File: config.mk
export PLATFORM = sky130hd
export DESIGN_NAME = jam_gen_flat
export DESIGN_NICKNAME = d
export VERILOG_FILES = /design/src/rtl/jam_gen_if.sv /design/src/rtl/jam_gen.sv /design/src/flat_wrapper.sv
export SDC_FILE = /design/constraint.sdc
export NUM_CORES = 1
export LEC_CHECK = 0
export CAP_MARGIN = 5
export CORE_UTILIZATION = 32
export DETAILED_ROUTE_END_ITERATION = 6
export SYNTH_ARGS = -nofsm -noshare
export SYNTH_HDL_FRONTEND = slang
export SYNTH_SLANG_ARGS = --single-unit
File: constraint.sdc
create_clock -name CLK -period 3.96 [get_ports CLK]
set_input_delay 1.188 -clock CLK [delete_from_list [all_inputs] [get_ports CLK]]
set_output_delay 1.188 -clock CLK [all_outputs]
set_load 0.01 [all_outputs]
File: src/rtl/jam_gen_if.sv
// Bus bundle for jam_gen: search handshake, cost-table lookup and result outputs.
// The slave modport is the search engine; the master modport is whoever
// issues searches and serves the combinational cost table.
interface jam_gen_if #(
  parameter int N   = 8,
  parameter int CW  = 7,
  parameter int MCW = 16
);
  localparam int IDXW = (N > 1) ? $clog2(N) : 1;
  localparam int SUMW = CW + IDXW;

  logic                 start;
  logic                 mode;
  logic [IDXW-1:0]      W;
  logic [IDXW-1:0]      J;
  logic [CW-1:0]        Cost;
  logic                 busy;
  logic                 Valid;
  logic [SUMW-1:0]      BestCost;
  logic [MCW-1:0]       MatchCount;
  logic [N*IDXW-1:0]    BestPerm;

  modport master (
    output start, mode, Cost,
    input  W, J, busy, Valid, BestCost, MatchCount, BestPerm
  );

  modport slave (
    input  start, mode, Cost,
    output W, J, busy, Valid, BestCost, MatchCount, BestPerm
  );
endinterface

File: src/rtl/jam_gen.sv
// Exhaustive assignment-problem search: walks every worker-to-job permutation
// in lexicographic order (next-permutation algorithm, one step per cycle),
// sums the looked-up costs and keeps the best total, its multiplicity and the
// first permutation that achieved it.
module jam_gen #(
  parameter int N   = 8,
  parameter int CW  = 7,
  parameter int MCW = 16
) (
  input logic      CLK,
  input logic      RST,
  jam_gen_if.slave bus
);
  localparam int IDXW = (N > 1) ? $clog2(N) : 1;
  localparam int SUMW = CW + IDXW;

  localparam logic [IDXW-1:0] LAST_IDX  = IDXW'(N - 1);
  localparam logic [IDXW-1:0] PIV_START = IDXW'((N > 1) ? N - 2 : 0);
  localparam logic [IDXW-1:0] IDX_ZERO  = IDXW'(0);
  localparam logic [IDXW-1:0] IDX_ONE   = IDXW'(1);

  localparam logic [2:0] S_IDLE    = 3'd0;
  localparam logic [2:0] S_EVAL    = 3'd1;
  localparam logic [2:0] S_CMP     = 3'd2;
  localparam logic [2:0] S_PIVOT   = 3'd3;
  localparam logic [2:0] S_SUCC    = 3'd4;
  localparam logic [2:0] S_SWAP    = 3'd5;
  localparam logic [2:0] S_REVERSE = 3'd6;
  localparam logic [2:0] S_DONE    = 3'd7;

  function automatic logic [N*IDXW-1:0] ident_perm();
    logic [N*IDXW-1:0] r;
    r = '0;
    for (int k = 0; k < N; k++) r[k*IDXW +: IDXW] = IDXW'(k);
    return r;
  endfunction

  logic [2:0]         state_q, state_d;
  logic               busy_q, busy_d;
  logic               valid_q, valid_d;
  logic               mode_q, mode_d;
  logic               first_q, first_d;
  logic [IDXW-1:0]    w_q, w_d;
  logic [IDXW-1:0]    j_q, j_d;
  logic [IDXW-1:0]    piv_q, piv_d;
  logic [IDXW-1:0]    succ_q, succ_d;
  logic [IDXW-1:0]    lo_q, lo_d;
  logic [IDXW-1:0]    hi_q, hi_d;
  logic [SUMW-1:0]    sum_q, sum_d;
  logic [SUMW-1:0]    best_cost_q, best_cost_d;
  logic [MCW-1:0]     match_cnt_q, match_cnt_d;
  logic [N*IDXW-1:0]  best_perm_q, best_perm_d;
  logic [IDXW-1:0]    perm_q [N];
  logic [IDXW-1:0]    perm_d [N];
  logic [N*IDXW-1:0]  perm_packed_s;
  logic               better_s;

  // Flatten the working permutation into the BestPerm layout.
  always_comb begin
    perm_packed_s = '0;
    for (int k = 0; k < N; k++) perm_packed_s[k*IDXW +: IDXW] = perm_q[k];
  end

  // Next-state, permutation stepping and best-result update.
  always_comb begin
    state_d     = state_q;
    busy_d      = busy_q;
    valid_d     = valid_q;
    mode_d      = mode_q;
    first_d     = first_q;
    piv_d       = piv_q;
    succ_d      = succ_q;
    lo_d        = lo_q;
    hi_d        = hi_q;
    sum_d       = sum_q;
    best_cost_d = best_cost_q;
    match_cnt_d = match_cnt_q;
    best_perm_d = best_perm_q;
    w_d         = IDX_ZERO;
    j_d         = IDX_ZERO;
    for (int k = 0; k < N; k++) perm_d[k] = perm_q[k];
    better_s = mode_q ? (sum_q > best_cost_q) : (sum_q < best_cost_q);

    case (state_q)
      S_IDLE: begin
        if (bus.start) begin
          mode_d  = bus.mode;
          busy_d  = 1'b1;
          valid_d = 1'b0;
          first_d = 1'b1;
          for (int k = 0; k < N; k++) perm_d[k] = IDXW'(k);
          state_d = S_EVAL;
        end else begin
          state_d = S_IDLE;
        end
      end
      S_EVAL: begin
        sum_d = sum_q + SUMW'(bus.Cost);
        if (w_q == LAST_IDX) state_d = S_CMP;
        else                 state_d = S_EVAL;
      end
      S_CMP: begin
        // The first permutation seeds the result; later ones compete with it.
        if (first_q || better_s) begin
          best_cost_d = sum_q;
          match_cnt_d = MCW'(1);
          best_perm_d = perm_packed_s;
        end else if (sum_q == best_cost_q) begin
          match_cnt_d = match_cnt_q + MCW'(1);
        end else begin
          match_cnt_d = match_cnt_q;
        end
        first_d = 1'b0;
        piv_d   = PIV_START;
        if (N < 2) state_d = S_DONE;
        else       state_d = S_PIVOT;
      end
      S_PIVOT: begin
        // Rightmost ascent marks the pivot; none means the last permutation.
        if (perm_q[piv_q] < perm_q[piv_q + IDX_ONE]) begin
          succ_d  = LAST_IDX;
          state_d = S_SUCC;
        end else if (piv_q == IDX_ZERO) begin
          state_d = S_DONE;
        end else begin
          piv_d = piv_q - IDX_ONE;
        end
      end
      S_SUCC: begin
        // A successor always exists once a pivot was found; the zero guard
        // only keeps the FSM out of a runaway scan.
        if (perm_q[succ_q] > perm_q[piv_q]) begin
          state_d = S_SWAP;
        end else if (succ_q == IDX_ZERO) begin
          state_d = S_DONE;
        end else begin
          succ_d = succ_q - IDX_ONE;
        end
      end
      S_SWAP: begin
        perm_d[piv_q]  = perm_q[succ_q];
        perm_d[succ_q] = perm_q[piv_q];
        lo_d = piv_q + IDX_ONE;
        hi_d = LAST_IDX;
        if ((piv_q + IDX_ONE) < LAST_IDX) state_d = S_REVERSE;
        else                              state_d = S_EVAL;
      end
      S_REVERSE: begin
        perm_d[lo_q] = perm_q[hi_q];
        perm_d[hi_q] = perm_q[lo_q];
        lo_d = lo_q + IDX_ONE;
        hi_d = hi_q - IDX_ONE;
        if ((lo_q + IDX_ONE) < (hi_q - IDX_ONE)) state_d = S_REVERSE;
        else                                     state_d = S_EVAL;
      end
      S_DONE: begin
        busy_d  = 1'b0;
        valid_d = 1'b1;
        state_d = S_IDLE;
      end
      default: begin
        busy_d  = 1'b0;
        valid_d = 1'b0;
        state_d = S_IDLE;
      end
    endcase

    // Lookup indices are registered: present them for the cycle they are used,
    // taking J from the permutation as it will stand after this edge.
    if (state_d == S_EVAL) begin
      if (state_q == S_EVAL) begin
        w_d = w_q + IDX_ONE;
      end else begin
        w_d   = IDX_ZERO;
        sum_d = '0;
      end
      j_d = perm_d[w_d];
    end else begin
      w_d = IDX_ZERO;
      j_d = IDX_ZERO;
    end
  end

  // State and result registers with asynchronous reset.
  always_ff @(posedge CLK or posedge RST) begin
    if (RST) begin
      state_q     <= S_IDLE;
      busy_q      <= 1'b0;
      valid_q     <= 1'b0;
      mode_q      <= 1'b0;
      first_q     <= 1'b0;
      w_q         <= '0;
      j_q         <= '0;
      piv_q       <= '0;
      succ_q      <= '0;
      lo_q        <= '0;
      hi_q        <= '0;
      sum_q       <= '0;
      best_cost_q <= '0;
      match_cnt_q <= '0;
      best_perm_q <= ident_perm();
      for (int k = 0; k < N; k++) perm_q[k] <= IDXW'(k);
    end else begin
      state_q     <= state_d;
      busy_q      <= busy_d;
      valid_q     <= valid_d;
      mode_q      <= mode_d;
      first_q     <= first_d;
      w_q         <= w_d;
      j_q         <= j_d;
      piv_q       <= piv_d;
      succ_q      <= succ_d;
      lo_q        <= lo_d;
      hi_q        <= hi_d;
      sum_q       <= sum_d;
      best_cost_q <= best_cost_d;
      match_cnt_q <= match_cnt_d;
      best_perm_q <= best_perm_d;
      for (int k = 0; k < N; k++) perm_q[k] <= perm_d[k];
    end
  end

  assign bus.W          = w_q;
  assign bus.J          = j_q;
  assign bus.busy       = busy_q;
  assign bus.Valid      = valid_q;
  assign bus.BestCost   = best_cost_q;
  assign bus.MatchCount = match_cnt_q;
  assign bus.BestPerm   = best_perm_q;
endmodule

File: src/flat_wrapper.sv
// flat-port wrapper written by rule: the top's interface ports become plain ports
module jam_gen_flat 
#(
  parameter int N   = 8,
  parameter int CW  = 7,
  parameter int MCW = 16
)
  (CLK, RST, bus_start, bus_mode, bus_Cost, bus_W, bus_J, bus_busy, bus_Valid, bus_BestCost, bus_MatchCount, bus_BestPerm);
  jam_gen_if #(.N(N), .CW(CW), .MCW(MCW)) bus_i ();
  input logic CLK;
  input logic RST;
  input wire logic [$bits(bus_i.start)-1:0] bus_start;
  input wire logic [$bits(bus_i.mode)-1:0] bus_mode;
  input wire logic [$bits(bus_i.Cost)-1:0] bus_Cost;
  output wire logic [$bits(bus_i.W)-1:0] bus_W;
  output wire logic [$bits(bus_i.J)-1:0] bus_J;
  output wire logic [$bits(bus_i.busy)-1:0] bus_busy;
  output wire logic [$bits(bus_i.Valid)-1:0] bus_Valid;
  output wire logic [$bits(bus_i.BestCost)-1:0] bus_BestCost;
  output wire logic [$bits(bus_i.MatchCount)-1:0] bus_MatchCount;
  output wire logic [$bits(bus_i.BestPerm)-1:0] bus_BestPerm;
  assign bus_i.start = bus_start;
  assign bus_i.mode = bus_mode;
  assign bus_i.Cost = bus_Cost;
  assign bus_W = bus_i.W;
  assign bus_J = bus_i.J;
  assign bus_busy = bus_i.busy;
  assign bus_Valid = bus_i.Valid;
  assign bus_BestCost = bus_i.BestCost;
  assign bus_MatchCount = bus_i.MatchCount;
  assign bus_BestPerm = bus_i.BestPerm;
  jam_gen #(.N(N), .CW(CW), .MCW(MCW)) u_core (.CLK(CLK), .RST(RST), .bus(bus_i));
endmodule
Word level (Yosys, flattened, before mapping)
Cells that the tools add are included.

Muxes and demuxes: 65. Reductions and logical operators: 21. Bitwise logic cells: 6. Eq/ne operators: 16. $add $sub $neg: 8. Magnitude comparators: 16.

Operators by type and width (number): $bwmux W24 (4); $mux W3 (31); $pmux W24 S3 (1); $bmux W3 S3 (6); $demux W3 S3 (4); $mux W16 (2); $mux W10 (3); $ge A4 B4 Y1 const B (6); $mux W24 (1); $not A3 Y4 (6); $pmux W3 S2 (4); $pmux W3 S8 (1); $add A16 B1 Y16 const B (1); $lt A4 B1 Y1 const B (4); $eq A3 B3 Y1 const B (5); $reduce_bool A2 Y1 (6); $add A10 B7 Y10 (1); $eq A10 B10 Y1 (1); $gt A10 B10 Y1 (1); $lt A10 B10 Y1 (1); $ne A2 B2 Y1 const B (5); $reduce_and A2 Y1 (5); $add A3 B1 Y3 const B (3); $logic_not A3 Y1 (3); other kinds (14) (27).

Bits in registers: 109.

Depth between registers and ports, before layout
Depth after elaboration: 15. Gate-level depth with buffers: 15.

Worst setup path before layout
No wires, ideal clock.

Kind: register to register. From: register u_core.succ_q[2]. To: register u_core.sum_q[1]. Data required time: 3821 ps. Slack: 826 ps. Library setup time: 139 ps. Data arrival time: 2995 ps. Stages on the path, launching flop included: 14. Clock period less this slack: 3134 ps. Cell sequence: dfrtp_1 > clkbuf_1 > mux4_2 > mux2i_2 > inv_2 > ha_1 > nor2b_1 > o21ai_0 > a32oi_1 > a2bb2oi_1 > a2bb2oi_1 > o22ai_1 > nor2_1 > o21ai_0.

Word-level cells in the longest chain between the ends: 9. Elaborated cells between the ends (all ways): 11.

Ends and longest elaborated chain: start, declared (RTL line jam_gen.sv:46) `logic [IDXW-1:0] succ_q, succ_d;`; start signal, assigned (RTL line jam_gen.sv:212) `succ_q <= succ_d;`; $not A3 Y4 (implied by the code) (RTL line jam_gen.sv:132) `if (perm_q[succ_q] > perm_q[piv_q]) begin`; $bmux W3 S3 (RTL line jam_gen.sv:132); $mux W3 (implied by the code) (2 in a row) (RTL line jam_gen.sv:132); $gt A3 B3 Y1 (RTL line jam_gen.sv:132); $mux W3 * (RTL line jam_gen.sv:132); $pmux W3 S8 * (RTL line jam_gen.sv:84) `case (state_q)`; $eq A3 B1 Y1 * (RTL line jam_gen.sv:170) `if (state_d == S_EVAL) begin`; $mux W10 * (RTL line jam_gen.sv:170); via u_core.sum_d[1] (RTL line jam_gen.sv:49) `logic [SUMW-1:0] sum_q, sum_d;`; end signal, assigned (RTL line jam_gen.sv:215) `sum_q <= sum_d;`; end, declared (RTL line jam_gen.sv:49).

The timed path passes the listed nets; every way through them passes the cells marked *. The select of a mux whose other input is x is not followed. A chain may end at the register's enable or synchronous reset.

Worst setup path after layout
From: register u_core.piv_q[1]. To: register u_core.j_q[1] (netlist: u_core.bus.J[1]).

Word-level cells in the longest chain between the ends: 12. Elaborated cells between the ends (all ways): 31.

Ends and longest elaborated chain: start, declared (RTL line jam_gen.sv:45) `logic [IDXW-1:0] piv_q, piv_d;`; start signal, assigned (RTL line jam_gen.sv:211) `piv_q <= piv_d;`; branches (longest 11 deep; another with $add A3 B1 Y3); $mux W3 * (RTL line jam_gen.sv:170); via u_core.j_d[1] (RTL line jam_gen.sv:44) `logic [IDXW-1:0] j_q, j_d;`; end signal, assigned (RTL line jam_gen.sv:210) `j_q <= j_d;`; end, declared (RTL line jam_gen.sv:44).

Mark *: on every way through the listed nets, which the timed path passes. The select of a mux whose other input is x is not followed.

==> out/results.txt <==
clock buffer depth - 2
Post-Synth Adder-Cell Area - 5.429%
Final min period - 3582 ps
later-pin clock latency in the skew report - 360 ps
DR vias/cell - 5.743
most frequent cells in the layout - nor2_1, dfrtp_1, nand2_1, clkdlybuf4s50_1, a21oi_1
DR vias - 7569
final RePlAce weighted congestion - 0.9726
status - complete, no violations
drt initial violations - 859
antenna violations before repair - 0
Syn-to-layout area delta - 18.29%
Final ANT Viol Nets - 0
die height - 162.1 um
Clock Power Share - 22.5%
placed instance area - 9409 um2
Syn Area/Cell - 8.889 um2
Worst EP arrival - 3850 ps
Port Buf Inserts - 68
synthesized instance count - 923
CP Capture Type - register
first-pass GRT wire length - 43.87 mm
HPWL Detailed - 21.15 mm
Critical Path RT - 4220 ps
mux cell area share after synthesis - 13.25%
final max-slew violation count - 0
Period Utilization, post-route - 90.47%
Pint - 2.614 mW
full die area - 26280 um2
Distinct cells, synth - 78
Synth Area in XOR/XNOR - 2.562%
worst slew pin tran - 1053 ps
Post-Syn Area - 8204 um2
peak supply drop - 331.4 uV
Leak - 4.047 nW
Synth Area in Compound Gates - 21.82%
combinational power share - 41.3%
final setup vio count - 0
total length of routed wires - 28.71 mm
Sum Neg Setup Slack - 0 ps
fmax - 279.1 MHz
synthesized flop and latch total - 109
simple logic cell fraction of the synthesized area - 17.72%
hold crit path type - register to register
Reg2Reg Depth - 14
H-tree level count - 3
filler cell count - 2540
RSZ-0062 raised after global routing - no
ys async rst share - 100.0%
Layout Nets - 1030
Inserted Diodes - 0
Rows - 58
clock-pin slew on the worst setup and hold paths - 80 ps
leading cell type in the layout, fill and taps excluded - nor2_1
vias in the first global route - 7226
worst rel slew slack - 29.77%
final hold vios - 0
PD cells - 417.0 nW/um2
Synth Flop Type - dfrtp_1
Die X - 162.1 um
area leader, netlist - dfrtp_1
clk sink count - 109
drt wl/cell - 21.78 um
Post-synth EDFFs - 0
hold path depth - 1
Initial Utilization - 32.58%
Reg power frac - 36.2%
sequential area share after synthesis - 33.61%
clk_skew - 7.894 ps
GRT overflow - 0
CTS tree - built
syn nets - 969
Psw - 1.432 mW
placed cell count - 1303
all-layer global routing usage - 22.12%
largest family of logic cells by synthesized area - compound AO/OA/AOI/OAI gates
DR pass1 iterations - 5
Core ar. - 25180 um2
max_cap viols - 0
crit path launch type - register
layout cells sized above 1 - 17.21%
Finished Layout Cells - 1318
I/O pin count - 69
Sw Share - 35.39%
Yosys top cell area share - 25.93%
total CTS buffers - 9
Setup CP Type - register to register
largest net degree at the start of global routing - 62
Synth area leaders - dfrtp_1, dfstp_2, mux2_2
Root Driver - clkbuf_16
critical path fanouts, max - 11
DRC Markers - 0
Finished Cell Area - 9704 um2
Synth Warn # - 0
[per-stage QoR]
stage	setup WS (ps)	total power, mW	utilization, %	hold slack (ps)
6_report	377.5	4.047	38.54	508.1
5_1_grt	26.00	4.312	38.54	538.6
4_1_cts	223.0	4.098	38.49	511.0
3_5_place_dp	131.0	3.174	37.36	497.6
3_3_place_gp	65.46	3.144	37.36	482.8
2_1_floorplan	826.2	2.550	-	473.4
[worst paths after layout]
path                                                    startpoint  slack (ps)                                     to
worst max-delay path                   u_core.piv_q[1]$_DFFE_PP0P_         380              u_core.bus.J[1]$_DFF_PP0_
worst min-delay path            u_core.bus.BestPerm[8]$_DFFE_PP0P_         510     u_core.bus.BestPerm[8]$_DFFE_PP0P_
worst max register to register         u_core.piv_q[1]$_DFFE_PP0P_         380              u_core.bus.J[1]$_DFF_PP0_
worst min register to register  u_core.bus.BestPerm[8]$_DFFE_PP0P_         510     u_core.bus.BestPerm[8]$_DFFE_PP0P_
max in group asynchronous                                      RST        2300     u_core.perm_packed_s[20]$_DFF_PP1_
min in group asynchronous                                      RST        1270  u_core.bus.MatchCount[15]$_DFFE_PP0P_
[power by group through the flow]
stage          Clock [mW]  Sequential [mW]  Combinational, mW
2_1_floorplan           0             1.52               1.03
3_3_place_gp            0             1.49               1.66
3_5_place_dp            0             1.49               1.68
4_1_cts             0.935             1.47               1.69
5_1_grt             0.968             1.50               1.85
6_report            0.911             1.47               1.67
[sequential cells by signal, indices dropped and copies added (netlist names), 3 cells and up]
name and cells:
u_core.succ_q 3, u_core.piv_q 3, u_core.bus.BestCost 10, u_core.bus.BestPerm 24, u_core.state_q 3, u_core.lo_q 3
u_core.bus.MatchCount 16, u_core.sum_q 10, u_core.hi_q 3, u_core.bus.J 3, u_core.perm_packed_s 24, u_core.bus.W 3
[cell usage after synthesis (5+ instances only)]
cell type   n
xor2_1      7
xnor2_1    17
nor3_1     25
a211oi_1   24
a21o_1     14
o22ai_1    14
mux2i_1    30
a31oi_1     6
and3_1     11
nor2b_1    11
ha_1       34
o21ai_0    52
dfstp_2    24
buf_1       7
nand4_1     5
o221ai_1   10
a21oi_1    55
or3_1      10
dfrtp_1    85
clkbuf_1   36
o211ai_1   13
inv_2       5
inv_1      35
mux2_2     42
buf_2      17
nor2_1     96
nand3_1    22
nand2b_1   13
a221o_1    13
nand2_1    71
a211o_1     7
nor4_1      6
mux4_2     12
[routing by layer]
layer	GRT usage, %	vias up	part of all wire [%]
met5	0	-	0
met4	10.46	0	3.8
met3	2.886	60	7.6
met2	32.60	305	44
met1	31.83	3685	45
li1	-	3519	-
[what timing repair did]
action                                  4_1_cts  5_1_grt
setup buffers                                 0        0
hold buffers                                  0        0
endpoints found under the setup margin        0       11
resized for setup                             0        4
[cells by family after synthesis]
group,count (synthesis)
xor gates and xnor gates,24
adders and majority gates,35
muxes,87
buffers and inverters,107
DFF,109
and+or+nand+nor,300
AOI/OAI and AO/OA,261
[worst max-delay path, stage by stage, from the launching register on]
cell and delay (ps):
dfrtp_2 520, mux2_2 370, a221oi_1 340, o21a_1 210, inv_1 80, ha_1 180, nor2b_1 90, o21ai_0 90
a32oi_2 280, a2bb2oi_1 270, a2bb2oi_1 170, o22ai_1 150, buf_4 200, or2_1 280, nor4_1 260
[final cells by class]
| class | instances | area [um2] | share of cell area, % |
|---|---|---|---|
| clock buffers | 10 | 239.0 | 2.463 |
| clock inverters | 5 | 43.79 | 0.4513 |
| inverters | 40 | 153.9 | 1.586 |
| multi-input cells | 707 | 5009 | 51.61 |
| flip-flops and latches | 109 | 2760 | 28.44 |
| well taps | 330 | 412.9 | 4.255 |
| repair buffers | 117 | 1086 | 11.19 |
(Power assumes the default switching activity.)
